File: src/rtl/instruction_utils_pkg.sv
// +--------------------------------------------------------------------------+
// | instruction_utils : shared encodings for the instruction fetch path       |
// | Rev 1.0                                                                  |
// +--------------------------------------------------------------------------+
`default_nettype none

package instruction_utils;

  localparam logic [31:0] NOP_INSTR = 32'h0000_0013;

  typedef enum logic [1:0] {
    S_IDLE    = 2'd0,
    S_WAIT    = 2'd1,
    S_DISCARD = 2'd2
  } fetch_state_e;

  typedef struct packed {
    logic [31:0] pc;
    logic [31:0] instr;
  } fetch_entry_t;

endpackage

`default_nettype wire

File: src/rtl/fetch_stage_buffer.sv
// +--------------------------------------------------------------------------+
// | fetch_buffer : small FIFO of fetched {pc, instr} pairs; flush beats push |
// | Rev 1.0                                                                  |
// +--------------------------------------------------------------------------+
`default_nettype none

module fetch_buffer
  import instruction_utils::*;
#(
  parameter int DEPTH = 2,
  localparam int AW   = $clog2(DEPTH),
  localparam int CW   = AW + 1
) (
  input  logic         clk,
  input  logic         rst,
  input  logic         flush,
  input  logic         push,
  input  fetch_entry_t push_data,
  input  logic         pop,
  output fetch_entry_t head,
  output logic [CW-1:0] count
);

  fetch_entry_t  entries [DEPTH];
  logic [AW-1:0] rd_ptr;
  logic [AW-1:0] wr_ptr;

  // Pointers wrap naturally because DEPTH is a power of two.
  always_ff @(posedge clk or posedge rst) begin
    if (rst) begin
      rd_ptr <= '0;
      wr_ptr <= '0;
      count  <= '0;
    end else if (flush) begin
      rd_ptr <= '0;
      wr_ptr <= '0;
      count  <= '0;
    end else begin
      if (push) wr_ptr <= wr_ptr + AW'(1);
      if (pop)  rd_ptr <= rd_ptr + AW'(1);
      count <= count + CW'(push) - CW'(pop);
    end
  end

  always_ff @(posedge clk) begin
    if (push && !flush) entries[wr_ptr] <= push_data;
  end

  assign head = entries[rd_ptr];

endmodule

`default_nettype wire

File: src/rtl/fetch_stage.sv
// +--------------------------------------------------------------------------+
// | fetch_stage : PC, instruction-memory request FSM and IF/ID registers     |
// | Rev 1.0                                                                  |
// +--------------------------------------------------------------------------+
`default_nettype none

module fetch_stage
  import instruction_utils::*;
#(
  parameter logic [31:0] RESET_PC  = 32'h0000_0000,
  parameter int          BUF_DEPTH = 2
) (
  input  logic        clk,
  input  logic        rst,
  input  logic        stall,
  input  logic        ex_if_take_branch,
  input  logic [31:0] ex_if_branch_target,
  output logic        imem_read_en,
  output logic [31:0] imem_addr,
  input  logic        imem_valid,
  input  logic [31:0] imem_rdata,
  output logic        if_id_valid,
  output logic [31:0] if_id_instr,
  output logic [31:0] if_id_pc
);

  localparam int          CW      = $clog2(BUF_DEPTH) + 1;
  localparam logic [CW:0] DEPTH_W = (CW + 1)'(BUF_DEPTH);

  fetch_state_e  state, state_next;
  logic [31:0]   pc;
  logic [31:0]   req_pc;
  logic [CW-1:0] count;
  fetch_entry_t  head;
  fetch_entry_t  resp;
  logic          redirect, resp_ok, push, pop, bypass, issue;
  logic [CW:0]   occ_next;
  logic          unused_target_bits;

  assign unused_target_bits = ^ex_if_branch_target[1:0];

  assign redirect = ex_if_take_branch;
  assign resp_ok  = (state == S_WAIT) && imem_valid;
  assign push     = resp_ok && !redirect;
  assign pop      = !redirect && !stall && ((count != '0) || push);
  // Empty buffer plus a same-cycle response: skip the FIFO entirely.
  assign bypass   = push && pop && (count == '0);
  assign occ_next = (CW + 1)'(count) + (CW + 1)'(push) - (CW + 1)'(pop);
  assign resp     = '{pc: req_pc, instr: imem_rdata};

  // A new request may only go out when nothing else is in flight or the
  // in-flight one is completing now, keeping a single outstanding request.
  assign issue = !rst && !redirect && (occ_next < DEPTH_W) &&
                 ((state == S_IDLE) || resp_ok);

  assign imem_read_en = issue;
  assign imem_addr    = pc;

  always_comb begin
    state_next = state;
    unique case (state)
      S_IDLE:    if (issue) state_next = S_WAIT;
      S_WAIT: begin
        if (redirect)        state_next = imem_valid ? S_IDLE : S_DISCARD;
        else if (imem_valid) state_next = issue ? S_WAIT : S_IDLE;
      end
      S_DISCARD: if (imem_valid) state_next = S_IDLE;
      default:   state_next = S_IDLE;
    endcase
  end

  always_ff @(posedge clk or posedge rst) begin
    if (rst) begin
      state       <= S_IDLE;
      pc          <= RESET_PC;
      req_pc      <= '0;
      if_id_valid <= 1'b0;
      if_id_instr <= NOP_INSTR;
      if_id_pc    <= '0;
    end else begin
      state <= state_next;
      if (redirect) begin
        pc <= {ex_if_branch_target[31:2], 2'b00};
      end else if (issue) begin
        pc     <= pc + 32'd4;
        req_pc <= pc;
      end
      if (redirect) begin
        if_id_valid <= 1'b0;
        if_id_instr <= NOP_INSTR;
        if_id_pc    <= '0;
      end else if (!stall) begin
        if (pop) begin
          if_id_valid <= 1'b1;
          if_id_instr <= bypass ? resp.instr : head.instr;
          if_id_pc    <= bypass ? resp.pc    : head.pc;
        end else begin
          if_id_valid <= 1'b0;
          if_id_instr <= NOP_INSTR;
        end
      end
    end
  end

  fetch_buffer #(
    .DEPTH(BUF_DEPTH)
  ) u_buffer (
    .clk       (clk),
    .rst       (rst),
    .flush     (redirect),
    .push      (push && !bypass),
    .push_data (resp),
    .pop       (pop && !bypass),
    .head      (head),
    .count     (count)
  );

endmodule

`default_nettype wire

File: config.mk
export PLATFORM = sky130hd
export DESIGN_NAME = fetch_stage
export DESIGN_NICKNAME = d
export VERILOG_FILES = /design/src/rtl/instruction_utils_pkg.sv /design/src/rtl/fetch_stage_buffer.sv /design/src/rtl/fetch_stage.sv
export SDC_FILE = /design/constraint.sdc
export NUM_CORES = 1
export LEC_CHECK = 0
export ABC_AREA = 0
export CORE_UTILIZATION = 40
export CTS_CLUSTER_DIAMETER = 50
export CTS_CLUSTER_SIZE = 28
export DETAILED_ROUTE_END_ITERATION = 8
export SYNTH_ARGS = -nofsm -noshare
export SYNTH_HDL_FRONTEND = slang
export SYNTH_HIERARCHICAL = 1
export SYNTH_SLANG_ARGS = --single-unit
File: constraint.sdc
create_clock -name clk -period 8.6 [get_ports clk]
set_input_delay 1.29 -clock clk [delete_from_list [all_inputs] [get_ports clk]]
set_output_delay 1.29 -clock clk [all_outputs]
set_load 0.01 [all_outputs]
* After elaboration in Yosys (flattened, before gate mapping)
Memories as Yosys holds them, arrays and structs flattened.
Cells that the tools add are included.
** Cells by class
- Reduce and logical (&&, ||, !) cells :: 28
- Order comparisons :: 1
- Mux-type cells :: 27
- $add $sub $neg :: 7
- Eq/ne operators :: 6
- Bitwise logic cells :: 1
** Operators by type and width (count)
- 32-bit two-way mux :: 10
- 32-bit by 3-bit adder with 32-bit output, second input constant :: 1
- 1-bit logical AND :: 12
- 2-bit two-way mux :: 6
- 1-bit two-way mux :: 10
- 2-bit nonzero test :: 5
- 2-bit one-hot mux with 3 select lines :: 1
- 1-bit logical NOT :: 4
- 2-bit logical NOT :: 2
- 2-bit inequality test, second input constant :: 2
- 2-bit AND reduction :: 2
- 2-bit by 1-bit adder with 3-bit output :: 1
- 3-bit by 2-bit < comparator with 1-bit output, second input constant :: 1
- 3-bit inequality test, second input constant :: 1
- 3-bit AND reduction :: 1
- 3-bit by 1-bit subtractor with 3-bit output :: 1
- 1-bit adder, second input constant :: 2
- 2-bit by 1-bit adder with 2-bit output :: 1
- 2-bit by 1-bit == test with 1-bit output, second input constant :: 1
- 2-bit == test, second input constant :: 1
- 1-bit logical OR :: 2
- 2-bit by 1-bit inequality test with 1-bit output, second input constant :: 1
- 2-bit by 1-bit subtractor with 2-bit output :: 1
- 1-bit NOT :: 1
** Word-level totals
- Register bits :: 135
- Word-level logic and storage cells :: 80
- Input port bits :: 69
- Memories :: 1
- Output and inout bits :: 98
- Bits in writable memories :: 128
** Memory list
- u_buffer.entries :: words 2, bits a word 64, rd ports 1, clocked after Yosys merged registers in 0, write ports 1, RTL line fetch_stage_buffer.sv:24 : fetch_entry_t entries [DEPTH];

* Longest topological paths before layout
- Depth after elaboration :: 13
- Gate-level depth with buffers :: 17
- Depth with buffers taken out :: 13

* Modules after synthesis
The synthesis kept the hierarchy.
** Modules (own cells, without submodules)
- fetch_stage :: cells an instance 676, area an instance 6087.1 µm², sequential area each 3181.8 µm², instances 1
- fetch_buffer :: cells an instance 217, area an instance 5031.1 µm², sequential area each 3943.8 µm², instances 1

* Least setup slack after synthesis
OpenSTA, ideal clock, no wires.
- Path kind :: input to register
- From :: in ex_if_take_branch
- To :: mem u_buffer/entries[1][0] (netlist name), enable pin
- Path slack :: 148 ps
- Stages on the path :: 13
- Data required time :: 8021 ps
- Library setup time :: 579 ps
- Arrival time :: 7873 ps
- Buffers on the path :: 4
- Cell sequence :: nand4bb_1 -> nor2_1 -> nor2_1 -> inv_1 -> clkbuf_1 -> buf_1 -> ha_1 -> and2_1 -> clkbuf_1 -> clkbuf_1 -> nor2_1 -> inv_1 -> nor3b_1
** Between the ends
- Cells in the longest elaborated chain, start to end :: 11
- Elaborated cells on any way between the ends :: 12
- Those cells by class :: mux: 2; reduce/logical: 10
** Ends and longest elaborated chain
- from (decl) :: RTL line fetch_stage.sv:16 : input logic ex_if_take_branch,
- 1-bit logical NOT (*) :: RTL line fetch_stage_buffer.sv:46, fetch_stage.sv:44, fetch_stage.sv:45
- 1-bit logical AND :: RTL line fetch_stage.sv:44 : assign push = resp_ok && !redirect;
- 1-bit logical OR :: RTL line fetch_stage.sv:45 : assign pop = !redirect && !stall && ((count != '0) || push);
- 1-bit logical AND :: RTL line fetch_stage.sv:45
- 1-bit logical AND (2 in a row) :: RTL line fetch_stage.sv:47 : assign bypass = push && pop && (count == '0);
- 1-bit logical NOT :: RTL line fetch_stage.sv:111 : .push (push && !bypass),
- 1-bit logical AND :: RTL line fetch_stage.sv:111
- 1-bit logical AND (*) :: RTL line fetch_stage_buffer.sv:46 : if (push && !flush) entries[wr_ptr] <= push_data;
- 1-bit two-way mux (*) :: RTL line fetch_stage_buffer.sv:46
- 1-bit two-way mux (not written as such) (*) :: RTL line fetch_stage_buffer.sv:46
- to (decl) :: RTL line fetch_stage_buffer.sv:24
Mark *: on every way between the ends. The rest lies on a longest branch, timed or not.

* Worst setup path in the final report
- From :: in stall
- To :: out imem_read_en
** Between the ends
- Cells in the longest elaborated chain, start to end :: 7
** Ends and longest elaborated chain
- from (decl) :: RTL line fetch_stage.sv:15 : input logic stall,
- 1-bit logical NOT
- 1-bit logical AND (2 in a row) :: RTL line fetch_stage.sv:45
- 3-bit by 1-bit subtractor with 3-bit output :: RTL line fetch_stage.sv:48 : assign occ_next = (CW + 1)'(count) + (CW + 1)'(push) - (CW + 1)'(pop);
- 3-bit by 2-bit < comparator with 1-bit output :: RTL line fetch_stage.sv:53 : assign issue = !rst && !redirect && (occ_next < DEPTH_W) &&
- 1-bit logical AND (2 in a row) :: RTL line fetch_stage.sv:53
- to (decl) :: RTL line fetch_stage.sv:18 : output logic imem_read_en,
No other way between the ends.

==> flow_metrics.tcl <==
set metrics [dict create \
    status "complete, no violations" \
    grt-ovfl-total 0 \
    vias 7435 \
    grt_usage 0.1847 \
    hp-start "if_id_valid" \
    initial_core_util 0.4102 \
    place.gp.congestion 0.8064 \
    finalCritPeriodShare 0.7731 \
    gr-max-usage-layer "met2" \
    holdBufCountCts 0 \
    dp.final_hpwl_um 15560 \
    htreeDepth 1 \
    grt_pass1_vias 7526 \
    ios 167 \
    fin_crit_ns 6.648 \
    cap_violations 0 \
    crit_path_end_kind "output port" \
    cp_slowest_cell "clkdlybuf4s50_1" \
    die_h_um 168.7 \
    grt_pass1_wl_um 41580 \
    ant_nets 0 \
    tightest_slew_ns 1.047 \
    yosysMostFrequentCell "nand2_1" \
    max_clock_freq_ghz 0.1504 \
    worst-r2r-setup-slack_ns 4.22 \
    p_leak_nw 5.546 \
    worst_setup_path_start_kind "primary input" \
    drcViolationCount 0 \
    synth_ff_type "edfxtp_1" \
    cts_resized 0 \
    path_clk_slew_ns 0.06 \
    skew_ns 0.01881 \
    synth_edf_count 128 \
    whs_endpoint "if_id_valid" \
    r2r_cells 14 \
    drive_gt1_frac 0.1387 \
    dp_slack_ns 1.941 \
    finalSetupViolCount 0 \
    clkSinkCount 259 \
    use_met1 0.2564 \
    yosys.cell_types.count 58 \
    wl_um 25970 \
    yosysSeqAreaShare 0.6409 \
    rr_startpoint "u_buffer/count[1]" \
    synth_common_cells "nand2_1 (221), dfrtp_1 (128), edfxtp_1 (128), mux2_4 (50), o21ai_0 (45)" \
    cts_buffer_depth 3 \
    die_w_um 168.7 \
    path_class "primary input to output port" \
    cts-buffers-inserted 31 \
    synth_top_cells_by_area "edfxtp_1 (35%), dfrtp_1 (29%), nand2_1 (7.5%)" \
    worstHoldPathCells 2 \
    yosysTopAreaCellShare 0.3457 \
    fillers 2377 \
    synth-seq-cells 259 \
    post_cts_buffers 0 \
    cp.required_ns 7.31 \
    hold_viol 0 \
    startpoint "stall" \
    dieArea_um2 28470 \
    timing.rr.end "imem_addr[26]" \
    grt_util_met2 0.3029 \
    ys_async_sr_fraction 0.5058 \
    cp_max_fo 51 \
    ir_drop_mv 0.1812 \
    yosys_warnings 6 \
    cp_cell_sequence "clkdlybuf4s50_1 -> nor3_1 -> nor2_2 -> buf_4 -> inv_2 -> ha_1 -> nand2b_1 -> fa_1 -> nand2b_1 -> or4_4 -> clkinv_2 -> clkdlybuf4s50_1" \
    avgSynthCellArea_um2 12.45 \
    fp-row-count 60 \
    drv_slew 0 \
    wl_per_cell_um 17.95 \
    netlist_area_um2 11120 \
    fin_ws_ns 1.952 \
    netlist_instances 893 \
    cts-root-buf "clkbuf_16" \
    yosys.area.top_type "edfxtp_1" \
    drt_iter0_drc 328 \
    io_buffers 162 \
    holdWs_ns 0.4708 \
    cpPeakStageDelay_ns 0.68 \
    grt_max_degree 67 \
    arrival_ns 5.36 \
    cts_tree "done" \
    min_path_type "flop to flop" \
    insertion_delay_ns 0.55 \
    core_um2 27100 \
    first_pass_iters 5 \
    tns_ns 0 \
    fin_nets 1125 \
    use_met3 0.03297 \
    areaGrowthSynthToFinish_pct 27.18 \
    rsz0062_at_grt "no" \
    power_density_nw_per_um2 229.7 \
    via_per_inst 5.138 \
    antenna_found_initial 1 \
    relSlewSlack 0.3018 \
]
[metal layers]
metal  vias to the layer above  part of all wire
li1                       3535                 -
met1                      3640              0.46
met2                       224              0.46
met3                        36             0.056
met4                         0             0.018
met5                         -                 0
[critical path, delay by kind of cell]
family | cells | cell delay, ns
buf+inv | 5 | 2.04
simple gates | 5 | 1.29
fa+ha+maj | 2 | 0.69
[worst max-delay path by stage]
stage | end | slack (ns) | cells past startpoint
6_report | imem_read_en | 1.95 | 12
5_1_grt | imem_read_en | 1.70 | 12
4_1_cts | imem_read_en | 1.94 | 12
3_5_place_dp | imem_read_en | 1.94 | 12
3_3_place_gp | imem_read_en | 1.94 | 12
2_1_floorplan | u_buffer/entries[1][0] | 0.15 | 13
[cell type report]
type,count,area (um2),area share
tap,372,465.4,0.03292
antenna,1,2.502,0.0001770
sequential,259,7129,0.5042
timing repair buffer,175,1714,0.1212
inverter,9,40.04,0.002832
multi-input combinational,574,3717,0.2629
clock buffer,33,783.3,0.05539
clock inverter,24,287.8,0.02035
[registers in the layout, summed over array words and instances (netlist names)]
name,flops
u_buffer/entries,128
if_id_instr,32
if_id_pc,32
imem_addr,30
req_pc,30
state,2
u_buffer/count,2
if_id_valid,1
u_buffer/rd_ptr,1
u_buffer/wr_ptr,1
[cell usage in the layout (no fill, tap or decap), types with 4 or more instances in the layout]
cell type / instances
clkdlybuf4s50_1: 161
dfrtp_1: 127
conb_1: 6
nor2_1: 31
buf_4: 13
nor3_1: 5
nand4_1: 12
clkbuf_16: 31
inv_1: 5
mux2_2: 14
mux2_4: 50
a311oi_1: 13
edfxtp_1: 128
nand2_1: 221
and3_1: 4
a31oi_1: 22
o311ai_0: 4
a221o_1: 6
a21oi_1: 22
nand3_1: 20
ha_1: 5
clkinv_1: 5
o211ai_1: 10
bufinv_16: 5
clkinv_2: 6
o21ai_0: 45
mux2i_1: 30
[power breakdown]
part	switching [mW]	internal (mW)	total (mW)
Combinational	0.177	0.179	0.357
Clock	0.527	0.818	1.35
Sequential	0.112	1.43	1.55
Total	0.816	2.43	3.25
[per-stage QoR]
stage	instances	instance area (um2)	util	power [mW]
6_report	1447	14140	0.5217	3.248
3_5_place_dp	1389	13070	0.4821	1.928
3_3_place_gp	1389	13070	0.4821	1.918
5_1_grt	1446	14140	0.5217	3.385
4_1_cts	1446	14140	0.5217	3.283
2_1_floorplan	898	11140	-	1.734
[logic make-up (layout without fill, tap and decap cells)]
kind of cell	count (synthesis)	in the layout	synth area share
muxes	94	94	0.1087
adders and majority gates	6	6	0.007427
and+or+nand+nor	325	325	0.1290
other	1	7	0.0003373
xor gates and xnor gates	5	5	0.005177
DFF	259	259	0.6409
buffers and inverters	65	241	0.02802
AOI/OAI and AO/OA	138	138	0.08046
Note: power is estimated with default switching activity, not from simulation.
